==> src/rtl/mips_pkg.sv <==
// mips_pkg: shared constants for the multicycle MIPS control path.
// Holds opcode values, alu_op / pc_src / alu_src_b encodings and the
// main-control state enumeration.
package mips_pkg;

    localparam int unsigned OP_W    = 6;
    localparam int unsigned STATE_W = 4;

    // Supported opcodes (IR[31:26])
    localparam logic [OP_W-1:0] OP_RTYPE = 6'b000000;
    localparam logic [OP_W-1:0] OP_LW    = 6'b100011;
    localparam logic [OP_W-1:0] OP_SW    = 6'b101011;
    localparam logic [OP_W-1:0] OP_BEQ   = 6'b000100;
    localparam logic [OP_W-1:0] OP_ADDI  = 6'b001000;
    localparam logic [OP_W-1:0] OP_J     = 6'b000010;

    // alu_op encodings consumed by the ALU-control decoder
    localparam logic [1:0] ALUOP_ADD   = 2'b00;
    localparam logic [1:0] ALUOP_SUB   = 2'b01;
    localparam logic [1:0] ALUOP_FUNCT = 2'b10;

    // pc_src encodings
    localparam logic [1:0] PCSRC_ALU    = 2'b00;
    localparam logic [1:0] PCSRC_ALUOUT = 2'b01;
    localparam logic [1:0] PCSRC_JUMP   = 2'b10;

    // alu_src_b encodings
    localparam logic [1:0] ALUSRCB_B       = 2'b00;
    localparam logic [1:0] ALUSRCB_FOUR    = 2'b01;
    localparam logic [1:0] ALUSRCB_IMM     = 2'b10;
    localparam logic [1:0] ALUSRCB_IMM_SH2 = 2'b11;

    typedef enum logic [STATE_W-1:0] {
        S_FETCH   = 4'd0,
        S_DECODE  = 4'd1,
        S_MEMADR  = 4'd2,
        S_MEMRD   = 4'd3,
        S_MEMWB   = 4'd4,
        S_MEMWR   = 4'd5,
        S_RTYPEEX = 4'd6,
        S_RTYPEWB = 4'd7,
        S_BEQEX   = 4'd8,
        S_ADDIEX  = 4'd9,
        S_ADDIWB  = 4'd10,
        S_JEX     = 4'd11
    } state_t;

endpackage

==> src/rtl/multicycle_control_if.sv <==
// multicycle_control_if: control <-> datapath/memory signal bundle.
// master: the control FSM (takes op/zero/mem_ready, drives selects/enables).
// slave : the datapath side (drives op/zero/mem_ready, takes controls).
interface multicycle_control_if;
    import mips_pkg::*;

    logic [OP_W-1:0] op;
    logic            zero;
    logic            mem_ready;

    logic            mem_req;
    logic            mem_write;
    logic            iord;
    logic            ir_write;
    logic            reg_write;
    logic            reg_dst;
    logic            mem_to_reg;
    logic            alu_src_a;
    logic [1:0]      alu_src_b;
    logic [1:0]      alu_op;
    logic [1:0]      pc_src;
    logic            pc_en;
    logic            instr_done;
    logic            illegal_op;

    modport master (
        input  op, zero, mem_ready,
        output mem_req, mem_write, iord, ir_write, reg_write, reg_dst,
               mem_to_reg, alu_src_a, alu_src_b, alu_op, pc_src, pc_en,
               instr_done, illegal_op
    );

    modport slave (
        output op, zero, mem_ready,
        input  mem_req, mem_write, iord, ir_write, reg_write, reg_dst,
               mem_to_reg, alu_src_a, alu_src_b, alu_op, pc_src, pc_en,
               instr_done, illegal_op
    );

endinterface

==> src/rtl/multicycle_control.sv <==
// multicycle_control: main control FSM of the multicycle MIPS datapath.
// Ports:
//   clk   - system clock, rising edge
//   reset - synchronous active-high reset
//   bus   - multicycle_control_if.master (op/zero/mem_ready in,
//           mux selects, write enables and status pulses out)
// Outputs are a Moore decode of the state, except mem_ready gating the
// memory-state enables and zero gating pc_en in BEQEX.
module multicycle_control
    import mips_pkg::*;
(
    input  logic                 clk,
    input  logic                 reset,
    multicycle_control_if.master bus
);

    state_t r_state;
    state_t w_next;
    logic   r_is_sw;      // lw/sw choice latched in DECODE so op is only sampled there
    logic   w_is_sw_next;

    logic       w_mem_req, w_mem_write, w_iord, w_ir_write, w_reg_write;
    logic       w_reg_dst, w_mem_to_reg, w_alu_src_a;
    logic [1:0] w_alu_src_b, w_alu_op, w_pc_src;
    logic       w_pc_write, w_branch, w_instr_done, w_illegal_op;

    // Next-state logic
    always_comb begin
        w_next       = r_state;
        w_is_sw_next = r_is_sw;
        unique case (r_state)
            S_FETCH:   if (bus.mem_ready) w_next = S_DECODE;
            S_DECODE: begin
                w_is_sw_next = (bus.op == OP_SW);
                case (bus.op)
                    OP_LW, OP_SW: w_next = S_MEMADR;
                    OP_RTYPE:     w_next = S_RTYPEEX;
                    OP_BEQ:       w_next = S_BEQEX;
                    OP_ADDI:      w_next = S_ADDIEX;
                    OP_J:         w_next = S_JEX;
                    default:      w_next = S_FETCH;
                endcase
            end
            S_MEMADR:  w_next = r_is_sw ? S_MEMWR : S_MEMRD;
            S_MEMRD:   if (bus.mem_ready) w_next = S_MEMWB;
            S_MEMWR:   if (bus.mem_ready) w_next = S_FETCH;
            S_RTYPEEX: w_next = S_RTYPEWB;
            S_ADDIEX:  w_next = S_ADDIWB;
            default:   w_next = S_FETCH;
        endcase
    end

    // State register
    always_ff @(posedge clk) begin
        if (reset) begin
            r_state <= S_FETCH;
            r_is_sw <= 1'b0;
        end else begin
            r_state <= w_next;
            r_is_sw <= w_is_sw_next;
        end
    end

    // Output decoder
    always_comb begin
        w_mem_req    = 1'b0;
        w_mem_write  = 1'b0;
        w_iord       = 1'b0;
        w_ir_write   = 1'b0;
        w_reg_write  = 1'b0;
        w_reg_dst    = 1'b0;
        w_mem_to_reg = 1'b0;
        w_alu_src_a  = 1'b0;
        w_alu_src_b  = ALUSRCB_B;
        w_alu_op     = ALUOP_ADD;
        w_pc_src     = PCSRC_ALU;
        w_pc_write   = 1'b0;
        w_branch     = 1'b0;
        w_instr_done = 1'b0;
        w_illegal_op = 1'b0;
        unique case (r_state)
            S_FETCH: begin
                w_mem_req   = 1'b1;
                w_alu_src_b = ALUSRCB_FOUR;
                w_ir_write  = bus.mem_ready;
                w_pc_write  = bus.mem_ready;
            end
            S_DECODE: begin
                w_alu_src_b  = ALUSRCB_IMM_SH2;
                w_illegal_op = !(bus.op inside {OP_RTYPE, OP_LW, OP_SW,
                                                OP_BEQ, OP_ADDI, OP_J});
            end
            S_MEMADR: begin
                w_alu_src_a = 1'b1;
                w_alu_src_b = ALUSRCB_IMM;
            end
            S_MEMRD: begin
                w_mem_req = 1'b1;
                w_iord    = 1'b1;
            end
            S_MEMWB: begin
                w_reg_write  = 1'b1;
                w_mem_to_reg = 1'b1;
                w_instr_done = 1'b1;
            end
            S_MEMWR: begin
                w_mem_req    = 1'b1;
                w_iord       = 1'b1;
                w_mem_write  = bus.mem_ready;
                w_instr_done = bus.mem_ready;
            end
            S_RTYPEEX: begin
                w_alu_src_a = 1'b1;
                w_alu_op    = ALUOP_FUNCT;
            end
            S_RTYPEWB: begin
                w_reg_write  = 1'b1;
                w_reg_dst    = 1'b1;
                w_instr_done = 1'b1;
            end
            S_BEQEX: begin
                w_alu_src_a  = 1'b1;
                w_alu_op     = ALUOP_SUB;
                w_pc_src     = PCSRC_ALUOUT;
                w_branch     = 1'b1;
                w_instr_done = 1'b1;
            end
            S_ADDIEX: begin
                w_alu_src_a = 1'b1;
                w_alu_src_b = ALUSRCB_IMM;
            end
            S_ADDIWB: begin
                w_reg_write  = 1'b1;
                w_instr_done = 1'b1;
            end
            S_JEX: begin
                w_pc_src     = PCSRC_JUMP;
                w_pc_write   = 1'b1;
                w_instr_done = 1'b1;
            end
            default: ;
        endcase
    end

    // Enables and pulses are held low for the whole reset cycle
    assign bus.mem_req    = w_mem_req    & ~reset;
    assign bus.mem_write  = w_mem_write  & ~reset;
    assign bus.ir_write   = w_ir_write   & ~reset;
    assign bus.reg_write  = w_reg_write  & ~reset;
    assign bus.pc_en      = (w_pc_write | (w_branch & bus.zero)) & ~reset;
    assign bus.instr_done = w_instr_done & ~reset;
    assign bus.illegal_op = w_illegal_op & ~reset;

    assign bus.iord       = w_iord;
    assign bus.reg_dst    = w_reg_dst;
    assign bus.mem_to_reg = w_mem_to_reg;
    assign bus.alu_src_a  = w_alu_src_a;
    assign bus.alu_src_b  = w_alu_src_b;
    assign bus.alu_op     = w_alu_op;
    assign bus.pc_src     = w_pc_src;

endmodule

==> src/flat_wrapper.sv <==
// flat-port wrapper written by rule: the top's interface ports become plain ports
module multicycle_control_flat import mips_pkg::*;
  (clk, reset, bus_op, bus_zero, bus_mem_ready, bus_mem_req, bus_mem_write, bus_iord, bus_ir_write, bus_reg_write, bus_reg_dst, bus_mem_to_reg, bus_alu_src_a, bus_alu_src_b, bus_alu_op, bus_pc_src, bus_pc_en, bus_instr_done, bus_illegal_op);
  multicycle_control_if bus_i ();
  input  logic clk;
  input  logic reset;
  input wire logic [$bits(bus_i.op)-1:0] bus_op;
  input wire logic [$bits(bus_i.zero)-1:0] bus_zero;
  input wire logic [$bits(bus_i.mem_ready)-1:0] bus_mem_ready;
  output wire logic [$bits(bus_i.mem_req)-1:0] bus_mem_req;
  output wire logic [$bits(bus_i.mem_write)-1:0] bus_mem_write;
  output wire logic [$bits(bus_i.iord)-1:0] bus_iord;
  output wire logic [$bits(bus_i.ir_write)-1:0] bus_ir_write;
  output wire logic [$bits(bus_i.reg_write)-1:0] bus_reg_write;
  output wire logic [$bits(bus_i.reg_dst)-1:0] bus_reg_dst;
  output wire logic [$bits(bus_i.mem_to_reg)-1:0] bus_mem_to_reg;
  output wire logic [$bits(bus_i.alu_src_a)-1:0] bus_alu_src_a;
  output wire logic [$bits(bus_i.alu_src_b)-1:0] bus_alu_src_b;
  output wire logic [$bits(bus_i.alu_op)-1:0] bus_alu_op;
  output wire logic [$bits(bus_i.pc_src)-1:0] bus_pc_src;
  output wire logic [$bits(bus_i.pc_en)-1:0] bus_pc_en;
  output wire logic [$bits(bus_i.instr_done)-1:0] bus_instr_done;
  output wire logic [$bits(bus_i.illegal_op)-1:0] bus_illegal_op;
  assign bus_i.op = bus_op;
  assign bus_i.zero = bus_zero;
  assign bus_i.mem_ready = bus_mem_ready;
  assign bus_mem_req = bus_i.mem_req;
  assign bus_mem_write = bus_i.mem_write;
  assign bus_iord = bus_i.iord;
  assign bus_ir_write = bus_i.ir_write;
  assign bus_reg_write = bus_i.reg_write;
  assign bus_reg_dst = bus_i.reg_dst;
  assign bus_mem_to_reg = bus_i.mem_to_reg;
  assign bus_alu_src_a = bus_i.alu_src_a;
  assign bus_alu_src_b = bus_i.alu_src_b;
  assign bus_alu_op = bus_i.alu_op;
  assign bus_pc_src = bus_i.pc_src;
  assign bus_pc_en = bus_i.pc_en;
  assign bus_instr_done = bus_i.instr_done;
  assign bus_illegal_op = bus_i.illegal_op;
  multicycle_control u_core (.clk(clk), .reset(reset), .bus(bus_i));
endmodule
==> config.mk <==
export PLATFORM = sky130hd
export DESIGN_NAME = multicycle_control_flat
export DESIGN_NICKNAME = d
export VERILOG_FILES = /design/src/rtl/mips_pkg.sv /design/src/rtl/multicycle_control_if.sv /design/src/rtl/multicycle_control.sv /design/src/flat_wrapper.sv
export SDC_FILE = /design/constraint.sdc
export NUM_CORES = 1
export LEC_CHECK = 0
export CAP_MARGIN = 20
export CELL_PAD_IN_SITES_DETAIL_PLACEMENT = 0
export CELL_PAD_IN_SITES_GLOBAL_PLACEMENT = 1
export CORE_MARGIN = 4
export CORE_UTILIZATION = 30
export CTS_CLUSTER_DIAMETER = 60
export DETAILED_ROUTE_END_ITERATION = 10
export PLACE_DENSITY_LB_ADDON = 0.12
export SLEW_MARGIN = 0
export SYNTH_ARGS = -nofsm -noshare
export SYNTH_HDL_FRONTEND = slang
export SYNTH_SLANG_ARGS = --single-unit
==> constraint.sdc <==
create_clock -name clk -period 4.4 [get_ports clk]
set_input_delay 0.66 -clock clk [delete_from_list [all_inputs] [get_ports clk]]
set_output_delay 0.66 -clock clk [all_outputs]
set_load 0.03 [all_outputs]
==> run_results.csv <==
group,metric,value,unit
outcome,outcome,"finished clean",
yosys,syn_area,658,sq um
setup_path,arrival,2.70,ns
clocking,cts_sinks,5,
timing,finalMaxSlewViolations,0,
timing,hold_viol,0,
setup_path,cp-end-kind,"output port",
timing,fin_crit_sh,76.3,%
grt,grt_pass1_wl,3.21,mm
pwr,pwr_density_cell,194,nW/um^2
floorplanning,dieArea,3010,sq um
yosys,syn_inst,98,
routing,firstDrtPassIters,4,
cells_and_area,post-route-cell-area,947,sq um
clocking,cts_made_buffers,3,
setup_path,timing.reg2reg.worst_path_depth,4,
routing,wl_per_cell,13.4,um
timing,clock_skew,0.00700,ns
min_path,hold_depth,2,
cells_and_area,final_nets,132,
timing,fmax,298,MHz
clocking,ctsHoldBuffers,0,
pwr,vdd_ir_drop_max,0.108,mV
routing,ant_nets,0,
clocking,htree_levels,1,
routing,via_count,801,
cells_and_area,drive_gt1_share,8.26,%
yosys,ys_ff_latch,5,
setup_path,critPathLaunchType,"input pin",
grt,antenna_found_initial,0,
yosys,syn_area_per_cell,6.72,sq um
timing,worst_pin_slew,0.650,ns
yosys,yosysUniqueCellTypes,34,
floorplanning,coreArea,2020,sq um
yosys,synth_nets,108,
routing,topRoutingLayerUsed,"met4",
setup_path,r2r_setup_slack,2.59,ns
yosys,synth.top_cell.area_share,15.2,%
yosys,async_flop_share,0,%
clocking,clkLatencyLatePin,0.26,ns
clocking,path_clk_slew,0.04,ns
grt,grt.overflow.total,0,
place,io_buffers,26,
grt,track_usage,14.5,%
floorplanning,die_x,54.8,um
clocking,cts_buffer_depth,2,
routing,via_per_inst,5.41,
timing,rsz0062_at_grt,"false",
yosys,synth_top_area_cell,"dfxtp_1",
setup_path,crit_fanout,5,
timing,finalCriticalPeriod,3.36,ns
floorplanning,rows,16,
yosys,synth-main-ff-cell,"dfxtp_1",
routing,wl_met2,955,um
routing,drc_errors,0,
floorplanning,io_pins,27,
yosys,synth_seq_area_share,15.2,%
clocking,cts_root_buf,"clkbuf_4",
setup_path,worstPathRequired,3.74,ns
yosys,yosysWarnings,0,
cells_and_area,fillers,221,
timing,finalSetupViolations,0,
routing,drt_iter0_drc,7,
yosys,synthTopCellsByCount,"nand2b_1 (11), nor2_1 (11), a21oi_1 (10)",
timing,slew_headroom,56.6,%
yosys,ys_top_cells_by_area,"dfxtp_1 (15%), nand2b_1 (10%), a21oi_1 (7.6%), nor3_1 (6.8%), nor2_1 (6.3%)",
grt,grt_pass1_vias,757,
floorplanning,die_y,54.8,um
routing,met1Wirelength,899,um
place,globalplace.congestion,0.773,
clocking,cts_setup_buffers,0,
pwr,p_leak,0.313,nW
run,max-cap-violations,0,
place,post_dp_cell_area,921,sq um
clocking,cts_resized,0,
min_path,holdCritPathClass,"reg2reg",
yosys,synth_edf_count,0,
clocking,cts_tree,"done",
routing,met3_length,105,um
cells_and_area,syn_to_final_growth,43.9,%
place,dp.final_hpwl,1.45,mm
grt,grt_max_degree,22,
setup_path,crit_type,"in2out",
cells_and_area,diodes,0,
floorplanning,initial_utilization,32.5,%
timing,tns,0,ns
routing,wl,1.99,mm
## layout by cell type, fill, tap and decap left out, types with 2 or more instances in the layout
master,instances
nor4_1,2
mux2i_1,2
clkdlybuf4s50_1,26
or3_1,3
a21oi_1,10
nand2b_1,11
nand2_1,6
dfxtp_1,5
o21ai_0,3
nor3_1,9
nand3_1,3
nor2b_1,2
nor3_2,2
nor2_1,11
clkbuf_4,3
inv_1,2
a211oi_1,3
## metrics by stage
step / instances / util, % / hold WS [ns] / power, mW / worst slack [ns]
after floorplan: 98 / - / 0.441 / 0.0980 / 1.60
after global placement: 144 / 45.5 / 0.457 / 0.127 / 1.07
after detailed placement: 144 / 45.5 / 0.477 / 0.127 / 1.04
after CTS: 148 / 46.8 / 0.481 / 0.185 / 1.04
after global routing: 148 / 46.8 / 0.487 / 0.193 / 0.933
final: 148 / 46.8 / 0.478 / 0.184 / 1.04
## registers in the layout, indices dropped and copies added, names as in the netlist
register        flops
u_core.r_state      4
u_core.r_is_sw      1
## kinds of logic (layout without fill, tap and decap cells)
family | Yosys count | in the layout | share of synthesized area [%]
simple gates | 55 | 55 | 47.5
compound gates | 24 | 24 | 24.5
buf+inv | 10 | 33 | 7.03
flops | 5 | 5 | 15.2
xor+xnor | 2 | 2 | 2.66
mux | 2 | 2 | 3.04
## area by class of cell
class / instances / area (sq um) / area share [%]
Multi-Input combinational cell: 83 / 512 / 54.0
Timing Repair Buffer: 27 / 268 / 28.3
Sequential cell: 5 / 100 / 10.6
Tap cell: 27 / 33.8 / 3.57
Clock buffer: 4 / 26.3 / 2.77
Inverter: 2 / 7.51 / 0.793
## per-layer routing
layer,GRT usage [%],vias up
met4,4.98,0
met5,0,-
met3,1.36,2
met2,26.6,23
met1,17.2,373
li1,-,403
## worst paths after layout
path | startpoint | to
max reg2reg | u_core.r_state[0] | u_core.r_state[0]
min | u_core.r_is_sw | u_core.r_is_sw
max | bus_op[2] | bus_illegal_op
min reg2reg | u_core.r_is_sw | u_core.r_is_sw
## critical path: stages
cell	delay (ns)
clkdlybuf4s50_1	0.50
or4_4	0.56
nor3_2	0.17
nor4_1	0.07
and2_1	0.16
clkdlybuf4s50_1	0.59
## report_power, final
part           switching (mW)  total (mW)  leakage, nW  internal, mW
sequential            0.00731      0.0543       0.0406        0.0470
clock                  0.0240      0.0586       0.0150        0.0346
combinational          0.0388      0.0712        0.257        0.0324
(Power assumes the default switching activity.)
